`src/rtl/dual_lane_mmio.sv`:
```
// Dual-lane memory-mapped I/O block: LED, switch, key and cycle-counter
// registers shared by the EVEN (older) and ODD (younger) pipeline lanes.
module dual_lane_mmio #(
  parameter int SW_W            = 1,
  parameter int DEBOUNCE_CYCLES = 4
) (
  input  logic            clk,
  input  logic            reset,
  input  logic            memwriteEVEN,
  input  logic            memwriteODD,
  input  logic [31:0]     aluoutEVEN,
  input  logic [31:0]     aluoutODD,
  input  logic [31:0]     writedataEVEN,
  input  logic [31:0]     writedataODD,
  input  logic            key,
  input  logic [SW_W-1:0] sw,
  output logic [31:0]     readioEVEN,
  output logic [31:0]     readioODD,
  output logic            ioselEVEN,
  output logic            ioselODD,
  output logic [15:0]     ledr,
  output logic [7:0]      ledrEVEN,
  output logic [7:0]      ledrODD
);

  localparam int CW = $clog2(DEBOUNCE_CYCLES + 1);
  localparam logic [CW-1:0] CNT_LAST = CW'(DEBOUNCE_CYCLES - 1);

  typedef enum logic {RELEASED, PRESSED} db_state_t;

  logic [15:0]     led_q, led_d;
  logic [7:0]      led_e_q, led_e_d;
  logic [7:0]      led_o_q, led_o_d;
  logic [31:0]     cyc_q, cyc_d;
  logic            sticky_q, sticky_d;
  db_state_t       state_q, state_d;
  logic [CW-1:0]   cnt_q, cnt_d;
  logic            key_s1_q, key_s1_d;
  logic            key_s2_q, key_s2_d;
  logic [SW_W-1:0] sw_s1_q, sw_s1_d;
  logic [SW_W-1:0] sw_s2_q, sw_s2_d;

  logic hit_e, hit_o;
  logic st_e, st_o;
  logic led_we_e, led_we_o;
  logic key_we_e, key_we_o;
  logic cyc_we_e, cyc_we_o;
  logic clr, set, pressed;

  // Address decode and per-register store strobes for both lanes
  always_comb begin
    hit_e    = aluoutEVEN[31:4] == 28'hFFFF000;
    hit_o    = aluoutODD[31:4] == 28'hFFFF000;
    st_e     = memwriteEVEN & hit_e;
    st_o     = memwriteODD & hit_o;
    led_we_e = st_e & (aluoutEVEN[3:2] == 2'd0);
    led_we_o = st_o & (aluoutODD[3:2] == 2'd0);
    key_we_e = st_e & (aluoutEVEN[3:2] == 2'd2);
    key_we_o = st_o & (aluoutODD[3:2] == 2'd2);
    cyc_we_e = st_e & (aluoutEVEN[3:2] == 2'd3);
    cyc_we_o = st_o & (aluoutODD[3:2] == 2'd3);
    ioselEVEN = hit_e;
    ioselODD  = hit_o;
  end

  // Key debounce FSM: toggle after DEBOUNCE_CYCLES disagreeing samples
  always_comb begin
    state_d = state_q;
    cnt_d   = '0;
    set     = 1'b0;
    if (~key_s2_q != (state_q == PRESSED)) begin
      if (cnt_q == CNT_LAST) begin
        state_d = (state_q == PRESSED) ? RELEASED : PRESSED;
        set     = (state_q == RELEASED);
      end else begin
        cnt_d = cnt_q + CW'(1);
      end
    end
  end

  // Register next-state: ODD wins store conflicts, set beats clear
  always_comb begin
    led_d    = led_q;
    led_e_d  = led_e_q;
    led_o_d  = led_o_q;
    cyc_d    = cyc_q + 32'd1;
    key_s1_d = key;
    key_s2_d = key_s1_q;
    sw_s1_d  = sw;
    sw_s2_d  = sw_s1_q;
    pressed  = state_q == PRESSED;
    clr      = (key_we_e & writedataEVEN[1]) |
               (key_we_o & writedataODD[1]);
    sticky_d = set ? 1'b1 : (clr ? 1'b0 : sticky_q);
    if (led_we_e) begin
      led_d   = writedataEVEN[15:0];
      led_e_d = writedataEVEN[7:0];
    end
    if (led_we_o) begin
      led_d   = writedataODD[15:0];
      led_o_d = writedataODD[7:0];
    end
    if (cyc_we_e) cyc_d = writedataEVEN;
    if (cyc_we_o) cyc_d = writedataODD;
  end

  // Read muxes; ODD sees EVEN's same-cycle stores, not vice versa
  always_comb begin
    readioEVEN = '0;
    readioODD  = '0;
    if (hit_e) begin
      case (aluoutEVEN[3:2])
        2'd0:    readioEVEN = {16'b0, led_q};
        2'd1:    readioEVEN = 32'(sw_s2_q);
        2'd2:    readioEVEN = {30'b0, sticky_q, pressed};
        default: readioEVEN = cyc_q;
      endcase
    end
    if (hit_o) begin
      case (aluoutODD[3:2])
        2'd0:    readioODD = led_we_e ? {16'b0, writedataEVEN[15:0]}
                                      : {16'b0, led_q};
        2'd1:    readioODD = 32'(sw_s2_q);
        2'd2:    readioODD = {30'b0,
                   sticky_q & ~(key_we_e & writedataEVEN[1]),
                   pressed};
        default: readioODD = cyc_we_e ? writedataEVEN : cyc_q;
      endcase
    end
  end

  // State registers with asynchronous reset
  always_ff @(posedge clk or posedge reset) begin
    if (reset) begin
      led_q    <= '0;
      led_e_q  <= '0;
      led_o_q  <= '0;
      cyc_q    <= '0;
      sticky_q <= 1'b0;
      state_q  <= RELEASED;
      cnt_q    <= '0;
      key_s1_q <= 1'b1;
      key_s2_q <= 1'b1;
      sw_s1_q  <= '0;
      sw_s2_q  <= '0;
    end else begin
      led_q    <= led_d;
      led_e_q  <= led_e_d;
      led_o_q  <= led_o_d;
      cyc_q    <= cyc_d;
      sticky_q <= sticky_d;
      state_q  <= state_d;
      cnt_q    <= cnt_d;
      key_s1_q <= key_s1_d;
      key_s2_q <= key_s2_d;
      sw_s1_q  <= sw_s1_d;
      sw_s2_q  <= sw_s2_d;
    end
  end

  assign ledr     = led_q;
  assign ledrEVEN = led_e_q;
  assign ledrODD  = led_o_q;

endmodule

```
`config.mk`:
```
export PLATFORM = sky130hd
export DESIGN_NAME = dual_lane_mmio
export DESIGN_NICKNAME = d
export VERILOG_FILES = /design/src/rtl/dual_lane_mmio.sv
export SDC_FILE = /design/constraint.sdc
export NUM_CORES = 1
export LEC_CHECK = 0
export ABC_CLOCK_PERIOD_IN_PS = 2720
export CAP_MARGIN = 10
export CORE_MARGIN = 8
export CORE_UTILIZATION = 38
export DETAILED_ROUTE_END_ITERATION = 8
export GPL_TIMING_DRIVEN = 0
export MAX_ROUTING_LAYER = met4
export PLACE_DENSITY_LB_ADDON = 0.2
export SLEW_MARGIN = 10
export SYNTH_ARGS = -nofsm -noshare
export SYNTH_HDL_FRONTEND = slang
export SYNTH_SLANG_ARGS = --single-unit
```
`constraint.sdc`:
```
create_clock -name clk -period 2.72 [get_ports clk]
set_input_delay 0.408 -clock clk [delete_from_list [all_inputs] [get_ports clk]]
set_output_delay 0.408 -clock clk [all_outputs]
set_load 0.005 [all_outputs]
```
==> impl_metrics.json, run 1 <==
{
  "run_status": "complete, but fails checks",
  "violations": "setup timing",
  "globalplace.congestion": 0.8644,
  "fmax_mhz": 328.5,
  "fin_worst_skew_ns": 0.01075,
  "grt_start_max_net_pins": 43,
  "antenna_left": 0,
  "min_path_type": "flop to flop",
  "reg2reg_to": "cyc_q[23]",
  "setup_violations": 29,
  "drv_cap": 0,
  "vias": 5852,
  "reg2regPathDepth": 7,
  "postSynth.asyncResetShare_pct": 100.0,
  "grt_pass1_vias": 6090,
  "synth.distinct_cells": 52,
  "crit_chain": "buf_2 -> or4b_4 -> nor4_4 -> nand2_2 -> nor4b_4 -> buf_6 -> buf_8 -> mux2i_2 -> o22ai_1 -> buf_2",
  "clkTransAtPathRegs_ns": 0.06,
  "criticalPathCategory": "input port to output pin",
  "fillers": 1039,
  "clockBufferDepth": 2,
  "hpwl_mm": 15.96,
  "grt_pass1_wl_mm": 33.46,
  "cts_buffers": 9,
  "wl_met1_mm": 9.234,
  "dp_slack_ns": -1.381,
  "wl_met2_mm": 11.52,
  "synthesis.nets": 715,
  "synth_top_flop_cell": "dfrtp_1",
  "syn_area_um2": 4841,
  "cts_tree": "done",
  "setup_ws_ns": -0.3246,
  "dieHeight_um": 128.9,
  "wl_per_cell_um": 21.51,
  "worstSkewPairLatency_ns": 0.34,
  "drt-total-wl_mm": 22.67,
  "fp.dieW_um": 128.9,
  "holdWs_ns": 0.3481,
  "drt_pre_antenna_iters": 5,
  "cp_data_required_time_ns": 2.31,
  "fp.coreArea_um2": 12520,
  "cp_common_cell": "buf_2",
  "maxSlewHeadroom_pct": 54.22,
  "syn_to_final_growth_pct": 77.59,
  "cp.arrival_ns": 2.64,
  "tightestPinTransition_ns": 0.6811,
  "topRoutingLayerUsed": "met4",
  "design_area_um2": 8597,
  "hold_violations": 0,
  "synth-seq-cells": 73,
  "netlist_top_cells_count": "86 x nand2_1, 71 x dfrtp_1, 50 x nor2_1",
  "grt_use_total_pct": 26.79,
  "drcViolationCount": 0,
  "yosysTopAreaCell": "dfrtp_1",
  "die_area_um2": 16610,
  "drive_gt1_share_pct": 27.13,
  "row_count": 41,
  "io_buffer_count": 225,
  "cp-endpoint": "readioODD[8]",
  "drt_iter0_markers": 503,
  "grt.overflow.total": 0,
  "rrSetupSlack_ns": 0.25,
  "place_area_um2": 7331,
  "rr_startpoint": "cyc_q[3]",
  "power_leakage_uw": 0.004170,
  "crit_path_end_kind": "output pin",
  "period_needed_ns": 3.045,
  "finalPower_uw": 2550,
  "vias_per_cell": 5.552,
  "place_inst": 977,
  "max-vdd-ir-drop_mv": 0.2772,
  "power-per-cell-area_nw_per_um2": 296.6,
  "path_max_fanout": 5,
  "initial_utilization_pct": 38.67,
  "root_buffer": "clkbuf_16",
  "rsz0062_at_grt": "true",
  "ys_seq_area_share_pct": 37.79,
  "final_cell_count_no_fill": 1054,
  "syn_area_per_cell_um2": 8.361,
  "yosys_warnings": 0,
  "start_kind": "input port",
  "wl_met3_mm": 1.599,
  "clock_sinks": 73,
  "syn_inst": 579,
  "synth_top_area_share_pct": 36.70,
  "antenna_found_initial": 1,
  "maxSlewViolCount": 0,
  "critPathSlowestCell": "or4b_4",
  "boundaryPins": 232,
  "period_share_pct": 111.9,
  "htree_levels": 3,
  "cp_slowest_stage_delay_ns": 0.52,
  "worstSetupStartpoint": "aluoutEVEN[13]",
  "synth-edff-count": 0,
  "fin_nets": 1012,
  "synth.most_common_cell": "nand2_1",
  "synthTopCellsByArea": "dfrtp_1 37%, nand2_1 6.7%, mux2i_1 6.2%"
}
report_power, final:
group / switching, uW / internal, uW / total (uW)
combinational: 136 / 195 / 332
sequential: 22.1 / 1120 / 1140
clock: 466 / 614 / 1080
cell families after synthesis:
logic type | Yosys count | synth area share [%]
buffers and inverters | 49 | 4.239
adders and majority gates | 2 | 0.5168
xor gates and xnor gates | 26 | 4.704
and+or+nand+nor | 245 | 25.51
AOI/OAI and AO/OA | 136 | 16.62
DFF | 73 | 37.79
muxes | 48 | 10.62
flip-flops by register name (all words and copies together), names as in the netlist:
name      flops
cyc_q        32
sw_s2_q       1
sticky_q      1
pressed       1
cnt_q         3
ledrEVEN      8
ledrODD       8
sw_s1_q       1
ledr         16
key_s2_q      1
key_s1_q      1
worst min-delay path by stage:
stage	startpoint	endpoint	slack, ns	depth (start not counted)
after floorplan	sw_s1_q	sw_s2_q	0.33	0
after global placement	sw_s1_q	sw_s2_q	0.34	0
after detailed placement	sw_s1_q	sw_s2_q	0.34	0
after CTS	sw_s1_q	sw_s2_q	0.35	0
after global routing	sw_s1_q	sw_s2_q	0.35	0
final	sw_s1_q	sw_s2_q	0.35	0
layout by cell type (no fill, tap or decap), types with 9 or more instances in the layout:
master             n
a21boi_0           9
a21oi_1           21
a21oi_2           17
a22oi_1           15
and2_1            18
buf_2             39
buf_4             47
buf_6             13
buf_8             10
clkbuf_1          21
clkbuf_16         11
clkbuf_2          12
clkdlybuf4s50_1  125
dfrtp_1           71
dlygate4sd2_1     15
dlymetal6s2s_1    39
mux2_2            17
mux2i_1           14
mux2i_4           10
nand2_1           69
nand2_4           11
nand3_1           18
nand4_1           17
nor2_1            47
nor3_1            12
o21ai_0           41
o22ai_1           12
xnor2_1           16
xor2_1            10
area by class of cell:
type / count / area, um2 / area share [%]
Multi-Input combinational cell: 457 / 3258 / 37.90
Timing Repair Buffer: 287 / 2674 / 31.10
Sequential cell: 73 / 1829 / 21.28
Buffer: 42 / 334.1 / 3.886
Clock buffer: 12 / 236.5 / 2.751
Tap cell: 172 / 215.2 / 2.503
Inverter: 6 / 25.02 / 0.2911
Clock inverter: 4 / 22.52 / 0.2620
Antenna cell: 1 / 2.502 / 0.02911
stage by stage:
step	setup TNS, ns	utilization [%]
floorplan	-0.1608	-
global placement	-159.11	58.39
detailed placement	-101.66	58.57
CTS	-11.67	65.12
global route	-7.405	68.68
finish	-5.226	68.68
routing by layer:
layer  global-route usage (%)  vias up
met5                        -        -
met4                    7.395        0
li1                         -     2685
met1                    32.37     2832
met3                    5.006       31
met2                    44.83      304
critical path: cells and delay by family:
family,cells,cell delay [ns]
AO/OA/AOI/OAI,1,0.13
buffers and inverters,4,0.61
multiplexers,1,0.27
AND/OR/NAND/NOR,4,1.23
repair_timing:
| item | CTS | global route |
|---|---|---|
| hold buffers | 0 | 0 |
| gates resized for setup | 258 | 142 |
| gates cloned | 3 | 1 |
| pin swaps | 19 | 21 |
| setup buffers | 56 | 9 |
| setup endpoints to repair | 126 | 77 |
(Power assumes the default switching activity.)
==> inputs of run 2 (changes only) <==
Settings changed: PLACE_DENSITY set to 0.8, PLACE_DENSITY_LB_ADDON 0.2 to unset.
==> run 2 against run 1 <==
  * The run still ends with setup timing left
  * Hold slack better by 0.0096 ns
  * Maximum frequency is 2.6% lower
  * Setup slack got worse by 0.083 ns
  * Combinational power increased by 1%
  * Register-to-register slack worse by 0.04 ns
==> impl_metrics.json, run 2 (synthesized netlist as in run 1, its figures left out) <==
{
  "cts_hold_buf": 0,
  "path_max_fanout": 5,
  "layout_commonest_cell": "clkdlybuf4s50_1",
  "topRoutingLayerUsed": "met4",
  "cp_slowest_stage_delay_ns": 0.53,
  "finalPower_uw": 2711,
  "antenna_cells": 0,
  "fin_nets": 1017,
  "period_needed_ns": 3.127,
  "tightestPinTransition_ns": 0.9751,
  "clockBufferDepth": 2,
  "cp_common_cell": "buf_6",
  "violations": "setup timing",
  "clkTransAtPathRegs_ns": 0.06,
  "grt_pass1_wl_mm": 32.98,
  "wl_met1_mm": 9.093,
  "fp.dieW_um": 128.9,
  "drv_cap": 0,
  "drt-total-wl_mm": 22.68,
  "grt_use_total_pct": 26.35,
  "setup_violations": 32,
  "fin_worst_skew_ns": 0.005912,
  "worstSkewPairLatency_ns": 0.34,
  "max-vdd-ir-drop_mv": 0.2647,
  "drcViolationCount": 0,
  "min_path_type": "flop to flop",
  "row_count": 41,
  "criticalPathCategory": "input port to output pin",
  "cts_buffers": 9,
  "die_area_um2": 16610,
  "critPathSlowestCell": "or4b_4",
  "maxSlewHeadroom_pct": 34.40,
  "cp.arrival_ns": 2.72,
  "place_inst": 977,
  "drive_gt1_share_pct": 30.47,
  "wl_met2_mm": 11.18,
  "start_kind": "input port",
  "cts_tree": "done",
  "cp_num_buf_inv": 4,
  "power-per-cell-area_nw_per_um2": 315.3,
  "layout_common_cells": "125 x clkdlybuf4s50_1, 79 x nand2_1, 71 x dfrtp_1",
  "hpwl_mm": 15.33,
  "drt_iter0_markers": 467,
  "boundaryPins": 232,
  "vias": 5909,
  "wl_per_cell_um": 21.44,
  "largest_reg_flops": 32,
  "holdWs_ns": 0.3577,
  "crit_chain": "buf_6 -> or4b_4 -> nor4_4 -> nand2_2 -> nor4b_4 -> buf_6 -> buf_6 -> mux2i_1 -> o22ai_1 -> buf_2",
  "root_buffer": "clkbuf_16",
  "syn_to_final_growth_pct": 77.59,
  "globalplace.congestion": 0.8895,
  "maxSlewViolCount": 0,
  "antenna_left": 0,
  "antenna_found_initial": 0,
  "wl_met3_mm": 1.831,
  "fmax_mhz": 319.8,
  "grt_start_max_net_pins": 42,
  "drt_pre_antenna_iters": 5,
  "vias_per_cell": 5.585,
  "cp_data_required_time_ns": 2.31,
  "power_leakage_uw": 0.003876,
  "final_cell_count_no_fill": 1058,
  "grt_pass1_vias": 6101,
  "hold_violations": 0,
  "crit_path_end_kind": "output pin",
  "dp_slack_ns": -1.430,
  "top_register": "cyc_q",
  "setup_ws_ns": -0.4074,
  "clock_sinks": 73,
  "critPathTopFamily": "simple AND/OR/NAND/NOR gates",
  "io_buffer_count": 225,
  "initial_utilization_pct": 38.67,
  "fp.coreArea_um2": 12520,
  "htree_levels": 3,
  "dieHeight_um": 128.9,
  "rsz0062_at_grt": "true",
  "run_status": "complete, but fails checks",
  "grt.overflow.total": 0,
  "period_share_pct": 115.0
}
run 2: layout make-up:
type | count | area, um2
buffer | 40 | 304.0
clock buffer | 13 | 260.3
clock inverter | 3 | 40.04
fill | 1002 | 3920
inverter | 6 | 25.02
multi-input combinational | 457 | 3234
sequential | 73 | 1829
tap | 172 | 215.2
timing repair buffer | 294 | 2689
run 2: stage by stage:
| stage | TNS [ns] | area (um2) | util, % |
|---|---|---|---|
| 3_3_place_gp | -168.36 | 7308 | 58.39 |
| 3_5_place_dp | -107.06 | 7331 | 58.57 |
| 4_1_cts | -5.807 | 8078 | 64.53 |
| 2_1_floorplan | -0.1608 | 4841 | - |
| 5_1_grt | -10.23 | 8597 | 68.68 |
| 6_report | -7.457 | 8597 | 68.68 |
run 2: what timing repair did:
| action | 4_1_cts | 5_1_grt |
|---|---|---|
| pin swaps | 19 | 22 |
| resized for setup | 334 | 150 |
| setup endpoints to repair | 128 | 103 |
| setup buffers | 50 | 18 |
| cloned | 1 | 2 |
run 2: worst reg2reg max path: stages, from the launching register on:
cell      delay, ns
dfrtp_1        0.32
clkbuf_1       0.28
nand3_1        0.29
or4_1          0.49
clkbuf_1       0.24
o31a_1         0.29
o32ai_1        0.38
o21ai_1        0.10
run 2: layer usage:
metal | track usage (%) | vias up
met5 | - | -
met2 | 43.47 | 331
met1 | 30.98 | 2829
met3 | 5.544 | 53
met4 | 9.952 | 0
li1 | - | 2696
run 2: path summary, 6_finish.rpt:
check / startpoint / endpoint / slack [ns] / depth (start not counted)
worst max-delay path: aluoutEVEN[11] / readioODD[0] / -0.41 / 10
worst min-delay path: key_s1_q / key_s2_q / 0.36 / 0
worst max register to register: cyc_q[2] / cyc_q[23] / 0.21 / 7
worst min register to register: key_s1_q / key_s2_q / 0.36 / 0
max in group asynchronous: reset / key_s1_q / 1.63 / 3
min in group asynchronous: reset / cyc_q[20] / 0.45 / 2
run 2: report_power, final:
part / leakage (uW) / switching (uW) / internal, uW / total [uW]
Sequential: 0.000966 / 24.3 / 1120 / 1140
Combinational: 0.00276 / 140 / 196 / 336
Clock: 0.000150 / 476 / 759 / 1230
